**src/rtl/mips_muldiv_pkg.sv**
```systemverilog
// mips_pkg: shared opcode/state encodings for the mips_muldiv multiply/divide unit
package mips_pkg;

    localparam int MD_WIDTH = 32;

    typedef enum logic [2:0] {
        MD_MULT  = 3'd0,
        MD_MULTU = 3'd1,
        MD_DIV   = 3'd2,
        MD_DIVU  = 3'd3,
        MD_MTHI  = 3'd4,
        MD_MTLO  = 3'd5
    } md_op_e;

    typedef enum logic [1:0] {
        S_IDLE = 2'd0,
        S_CALC = 2'd1,
        S_FIX  = 2'd2
    } md_state_e;

    function automatic logic md_is_signed(input logic [2:0] op);
        return op == MD_MULT || op == MD_DIV;
    endfunction

    function automatic logic md_is_arith(input logic [2:0] op);
        return op <= MD_DIVU;
    endfunction

endpackage

```
**src/rtl/mips_muldiv_step.sv**
```systemverilog
// muldiv_step: one combinational shift-add multiply or restoring divide iteration
// Ports:
//   div_mode - 1 = restoring divide step, 0 = shift-add multiply step
//   part     - partial value {upper, lower}; multiply: {product hi, remaining multiplier},
//              divide: {partial remainder, remaining dividend bits}
//   opnd     - multiplicand or divisor magnitude
//   nxt      - next partial value (divide: bit 0 left clear for the quotient bit)
//   q        - quotient bit produced by this divide step (0 in multiply mode)
module muldiv_step #(
    parameter int WIDTH = 32
) (
    input  logic               div_mode,
    input  logic [2*WIDTH-1:0] part,
    input  logic [WIDTH-1:0]   opnd,
    output logic [2*WIDTH-1:0] nxt,
    output logic               q
);

    logic [WIDTH:0]   sum;
    logic [WIDTH:0]   shl;
    logic [WIDTH-1:0] diff;

    // Multiply: add multiplicand when the current multiplier bit is set, keep the carry
    assign sum  = {1'b0, part[2*WIDTH-1:WIDTH]} + {1'b0, part[0] ? opnd : {WIDTH{1'b0}}};
    // Divide: shifted remainder can reach WIDTH+1 bits; the difference always fits WIDTH
    assign shl  = part[2*WIDTH-1:WIDTH-1];
    assign diff = shl[WIDTH-1:0] - opnd;
    assign q    = div_mode & (shl >= {1'b0, opnd});
    assign nxt  = div_mode ? {q ? diff : shl[WIDTH-1:0], part[WIDTH-2:0], 1'b0}
                           : {sum, part[WIDTH-1:1]};

endmodule

```
**src/rtl/mips_muldiv.sv**
```systemverilog
// mips_muldiv: iterative MULT/MULTU/DIV/DIVU unit with architectural HI/LO registers
// Ports:
//   clk, rst_n - clock (rising edge) and asynchronous active-low reset
//   start, op  - launch request and opcode (0 MULT, 1 MULTU, 2 DIV, 3 DIVU, 4 MTHI, 5 MTLO)
//   a, b       - rs / rt operands
//   flush      - squash any in-flight operation
//   busy       - operation in progress, HI/LO not yet valid
//   done       - one-cycle pulse after HI/LO written by a multiply/divide
//   hi, lo     - HI/LO registers
module mips_muldiv
    import mips_pkg::*;
#(
    parameter int WIDTH = MD_WIDTH,
    parameter int CNT_W = 5
) (
    input  logic             clk,
    input  logic             rst_n,
    input  logic             start,
    input  logic [2:0]       op,
    input  logic [WIDTH-1:0] a,
    input  logic [WIDTH-1:0] b,
    input  logic             flush,
    output logic             busy,
    output logic             done,
    output logic [WIDTH-1:0] hi,
    output logic [WIDTH-1:0] lo
);

    md_state_e          state, state_nx;
    logic [CNT_W-1:0]   cnt;
    logic [2*WIDTH-1:0] acc, step_nx, prod;
    logic [WIDTH-1:0]   opnd, abs_a, abs_b, quo, rem;
    logic               div_mode, neg_lo, neg_hi, div_zero;
    logic               step_q, signed_op, idle_start, launch;

    assign signed_op  = md_is_signed(op);
    assign abs_a      = (signed_op && a[WIDTH-1]) ? -a : a;
    assign abs_b      = (signed_op && b[WIDTH-1]) ? -b : b;
    assign idle_start = state == S_IDLE && start && !flush;
    assign launch     = idle_start && md_is_arith(op);
    assign busy       = state != S_IDLE;

    muldiv_step #(.WIDTH(WIDTH)) u_step (
        .div_mode (div_mode),
        .part     (acc),
        .opnd     (opnd),
        .nxt      (step_nx),
        .q        (step_q)
    );

    // Sign correction; divide by zero leaves the all-ones quotient the hardware produced
    // regardless of sign, while the remainder (|a|) gets the dividend sign back
    assign prod = neg_lo ? -acc : acc;
    assign quo  = div_zero ? {WIDTH{1'b1}} : (neg_lo ? -acc[WIDTH-1:0] : acc[WIDTH-1:0]);
    assign rem  = neg_hi ? -acc[2*WIDTH-1:WIDTH] : acc[2*WIDTH-1:WIDTH];

    always_ff @(posedge clk or negedge rst_n) begin
        if (!rst_n) state <= S_IDLE;
        else        state <= state_nx;
    end

    always_comb begin
        state_nx = state;
        if (flush)                 state_nx = S_IDLE;
        else if (state == S_IDLE)  state_nx = launch ? S_CALC : S_IDLE;
        else if (state == S_CALC)  state_nx = (cnt == CNT_W'(WIDTH - 1)) ? S_FIX : S_CALC;
        else                       state_nx = S_IDLE;
    end

    always_ff @(posedge clk or negedge rst_n) begin
        if (!rst_n) begin
            cnt      <= '0;
            acc      <= '0;
            opnd     <= '0;
            div_mode <= 1'b0;
            neg_lo   <= 1'b0;
            neg_hi   <= 1'b0;
            div_zero <= 1'b0;
            done     <= 1'b0;
            hi       <= '0;
            lo       <= '0;
        end else begin
            done <= 1'b0;
            if (launch) begin
                acc      <= {{WIDTH{1'b0}}, abs_a};
                opnd     <= abs_b;
                div_mode <= op[1];
                neg_lo   <= signed_op & (a[WIDTH-1] ^ b[WIDTH-1]);
                neg_hi   <= signed_op & a[WIDTH-1];
                div_zero <= op[1] & (b == '0);
                cnt      <= '0;
            end
            if (idle_start && op == MD_MTHI) hi <= a;
            if (idle_start && op == MD_MTLO) lo <= a;
            if (state == S_CALC && !flush) begin
                acc <= step_nx | {{(2*WIDTH-1){1'b0}}, step_q};
                cnt <= cnt + 1'b1;
            end
            if (state == S_FIX && !flush) begin
                hi   <= div_mode ? rem : prod[2*WIDTH-1:WIDTH];
                lo   <= div_mode ? quo : prod[WIDTH-1:0];
                done <= 1'b1;
            end
        end
    end

endmodule

```
**config.mk**
```make
export PLATFORM = sky130hd
export DESIGN_NAME = mips_muldiv
export DESIGN_NICKNAME = d
export VERILOG_FILES = /design/src/rtl/mips_muldiv_pkg.sv /design/src/rtl/mips_muldiv_step.sv /design/src/rtl/mips_muldiv.sv
export SDC_FILE = /design/constraint.sdc
export NUM_CORES = 1
export LEC_CHECK = 0
export BUFFER_PORTS_ARGS = -buffer_cell sky130_fd_sc_hd__clkbuf_2
export CORE_UTILIZATION = 47
export CTS_CLUSTER_DIAMETER = 150
export CTS_CLUSTER_SIZE = 30
export DETAILED_ROUTE_END_ITERATION = 10
export PLACE_DENSITY_LB_ADDON = 0.2
export REMOVE_ABC_BUFFERS = 1
export SKIP_CTS_REPAIR_TIMING = 1
export SYNTH_ARGS = -nofsm -noshare
export SYNTH_HDL_FRONTEND = slang
export SYNTH_SLANG_ARGS = --single-unit
```
**constraint.sdc**
```tcl
create_clock -name clk -period 9.55 [get_ports clk]
set_input_delay 0.955 -clock clk [delete_from_list [all_inputs] [get_ports clk]]
set_output_delay 0.955 -clock clk [all_outputs]
set_load 0.02 [all_outputs]
```
==> summary.txt <==
Synth
  – Mapped Area: 14,500 µm²
  – Unique masters post-synth: 85
  – Register area share after synthesis: 0.298
  – Syn avg cell area: 8.07 µm²
  – FF+latch count, synth: 172
  – Async S/R FF share, synth: 1.00
  – Synthesis Warnings: 0
  – Gate Count Post-Synth: 1,791
  – Number of flops mapped to enable cells by yosys: 0
  – Post-synth top flop: dfrtp_1

Setup path
  – Crit path max fanout: 31
  – Crit-path leading delay family: compound AO/OA/AOI/OAI gates
  – CP Buf/Inv Count: 1
  – Flop2flop setup slack: 5260 ps
  – Worst stage delay on the critical path: 780 ps
  – Reg2Reg Depth: 11
  – Crit path kind: register to register
  – CP Depth: 11
  – Worst R2R Start: acc[0]
  – Crit-path slowest cell: inv_1
  – Critical path launch point: acc[0]
  – Crit path launch type: register
  – Worst setup EP type: register
  – Data arrival, critical path: 4620 ps
  – CP Cell Sequence: inv_1 -> nor2_1 -> ha_1 -> a21o_1 -> a2111oi_0 -> a21oi_1 -> a41o_1 -> a211oi_1 -> o221ai_1 -> xor2_1 -> a221o_1
  – Crit path required time: 9870 ps

Floorplanning
  – CORE AREA: 30,000 µm²
  – Ports: 137
  – Die area: 31,500 µm²
  – # rows: 63
  – Initial core utilization: 0.483
  – Die W: 177 µm
  – Chip height: 177 µm

Timing
  – Slew margin rel.: 0.186
  – Tightest Pin Transition: 1220 ps
  – Fin. Hold Viols: 0
  – Maximum achievable frequency: 233 MHz
  – Tcrit/Tclk final: 0.450
  – Clk_skew: 10.6 ps
  – Endpoints failing setup: 0
  – Final Max Tran Viols: 0
  – Tmin final: 4290 ps
  – Setup tns final: 0 ps
  – Unrepaired setup endpoints after global routing: no

Global route
  – GR Overflow Total: 0
  – GRT Total Usage: 0.279
  – Pin count of the biggest net entering global routing: 68
  – Vias in the first global route: 12,700
  – First-pass GRT wire length: 69.0 mm
  – Initial antenna violation count: 0

Hold path
  – Worst hold path class: input port to asynchronous set/reset pin

Clocking
  – TritonCTS clock tree: built
  – Clock-pin slew on the worst setup and hold paths: 70 ps
  – Clock Latency Late Sink: 450 ps
  – CTS Buf Count: 17
  – CTS sink cnt: 172
  – H-tree depth: 4
  – Clk buf depth: 2
  – CTS Root Cell: clkbuf_16

Finish
  – Area growth, synth to finish: 9.92%
  – Most frequent cells in the layout: nand2_1 (229), o21ai_0 (175), dfrtp_1 (171), nor2_1 (144), clkbuf_2 (135)
  – Layout cells sized above 1: 0.123
  – Cell area after layout: 15,900 µm²
  – Reg area: 4310 µm²
  – Final nets: 1,999
  – Most common cell after layout, fill and taps aside: nand2_1
  – Diode count: 0
  – Multi-input gate area: 9490 µm²
  – Fillers: 2,999

Placement
  – Instance area at placement: 15,300 µm²
  – Buffers on Ports: 136
  – Placer Congestion: 0.933
  – Hpwl dp: 32.6 mm

Outcome
  – Status: complete, no violations

Route
  – Final ANT Viol Nets: 0
  – Final wirelength: 43.7 mm
  – 1st-iter DRT viols: 930
  – Vias post-DR: 13,600
  – Drt first pass iters: 5
  – Routed length per instance: 19.3 µm
  – Average vias per placed instance: 6.02
  – Detailed-route DRC error count: 0

Power
  – Power Dens Cells: 288 nW/µm²
  – Total Power: 4.57 mW
  – Leakage power: 7.04 nW
  – Maximum vdd drop: 0.171 mV

Flow run
  – Max-cap violation count: 0
-- worst paths after layout --
| path | to |
|---|---|
| max | acc[58] |
| min | lo[5] |
| max reg2reg | acc[58] |
| min reg2reg | opnd[16] |
| max in group asynchronous | div_mode |
| min in group clk | opnd[16] |
-- routing by layer --
| layer | track usage | wire [µm] | part of all wire |
|---|---|---|---|
| met1 | 0.386 | 20100 | 0.46 |
| met2 | 0.452 | 19900 | 0.46 |
| met3 | 0.0300 | 2530 | 0.058 |
| met4 | 0.0962 | 1150 | 0.026 |
| met5 | 0 | 0 | 0 |
-- power by group --
part,total (mW),leakage [nW],internal [mW],switching [mW]
Clock,0.683,0.264,0.369,0.315
Combinational,2.64,4.61,1.04,1.60
Sequential,1.25,2.17,0.926,0.322
-- metrics by stage --
| step | utilization | worst slack, ps | hold slack [ps] | instances |
|---|---|---|---|---|
| final | 0.531 | 5260 | 448 | 2259 |
| after global routing | 0.531 | 5150 | 480 | 2259 |
| after CTS | 0.531 | 5360 | 456 | 2259 |
| after detailed placement | 0.512 | 5410 | 471 | 2227 |
| after global placement | 0.512 | 5520 | 461 | 2227 |
| after floorplan | - | 3090 | 450 | 1683 |
-- state kept, by name (all words and copies together), names as in the netlist --
| name | flops |
|---|---|
| div_zero | 1 |
| state | 2 |
| acc | 64 |
| lo | 32 |
| div_mode | 1 |
| cnt | 5 |
| neg_lo | 1 |
| neg_hi | 1 |
| done | 1 |
| opnd | 32 |
| hi | 32 |
-- cell families (layout without fill, tap and decap cells) --
kind of cell    after synthesis  in the layout  share of synthesized area
flops                       172            172                      0.298
simple gates                564            564                      0.182
xor+xnor                    172            172                      0.105
mux                          82             82                     0.0574
compound gates              559            559                      0.246
fa+ha+maj                    72             72                     0.0633
buf+inv                     170            248                     0.0489
-- layout make-up --
type / instances / area share
flip-flops and latches: 172 / 0.271
multi-input cells: 1449 / 0.597
inverters: 62 / 0.0146
repair buffers: 154 / 0.0517
well taps: 390 / 0.0307
clock buffers: 20 / 0.0281
clock inverters: 12 / 0.00716
-- worst reg2reg max path, delay by kind of cell (launching register included) --
kind | cells | cell delay [ps]
xor+xnor | 1 | 170
buf+inv | 1 | 780
fa+ha+maj | 1 | 400
compound gates | 7 | 2180
flops | 1 | 480
simple gates | 1 | 170
-- cells in the mapped netlist (4+ instances only) --
cell,instances,share of area
nand2_1,230,0.060
o21ai_0,175,0.061
dfrtp_1,172,0.30
nor2_1,144,0.037
a21oi_1,114,0.039
xor2_1,98,0.059
clkbuf_1,85,0.022
mux2i_1,75,0.052
xnor2_1,73,0.044
ha_1,70,0.061
inv_1,62,0.016
o211ai_1,37,0.019
a21o_1,34,0.018
nor3_1,34,0.012
a32oi_1,29,0.018
nand3_1,29,0.010
o31ai_1,28,0.015
a31oi_1,23,0.010
a22oi_1,18,0.0093
or3_1,14,0.0061
and3_1,13,0.0056
nor2b_1,12,0.0052
nor4_1,12,0.0052
nand4_1,11,0.0048
o22ai_1,11,0.0048
o41ai_1,11,0.0067
a211oi_1,10,0.0052
buf_2,9,0.0031
nand2b_1,9,0.0039
o21a_1,9,0.0047
or4_1,9,0.0047
or2_2,8,0.0035
a31o_2,7,0.0042
mux2_2,7,0.0055
nor3b_1,7,0.0036
a221oi_1,6,0.0036
and2_1,6,0.0026
buf_1,6,0.0016
a211o_1,5,0.0030
buf_6,5,0.0039
o21bai_1,5,0.0026
o221ai_1,5,0.0030
nand3b_1,4,0.0021
Note: power is estimated with default switching activity, not from simulation.
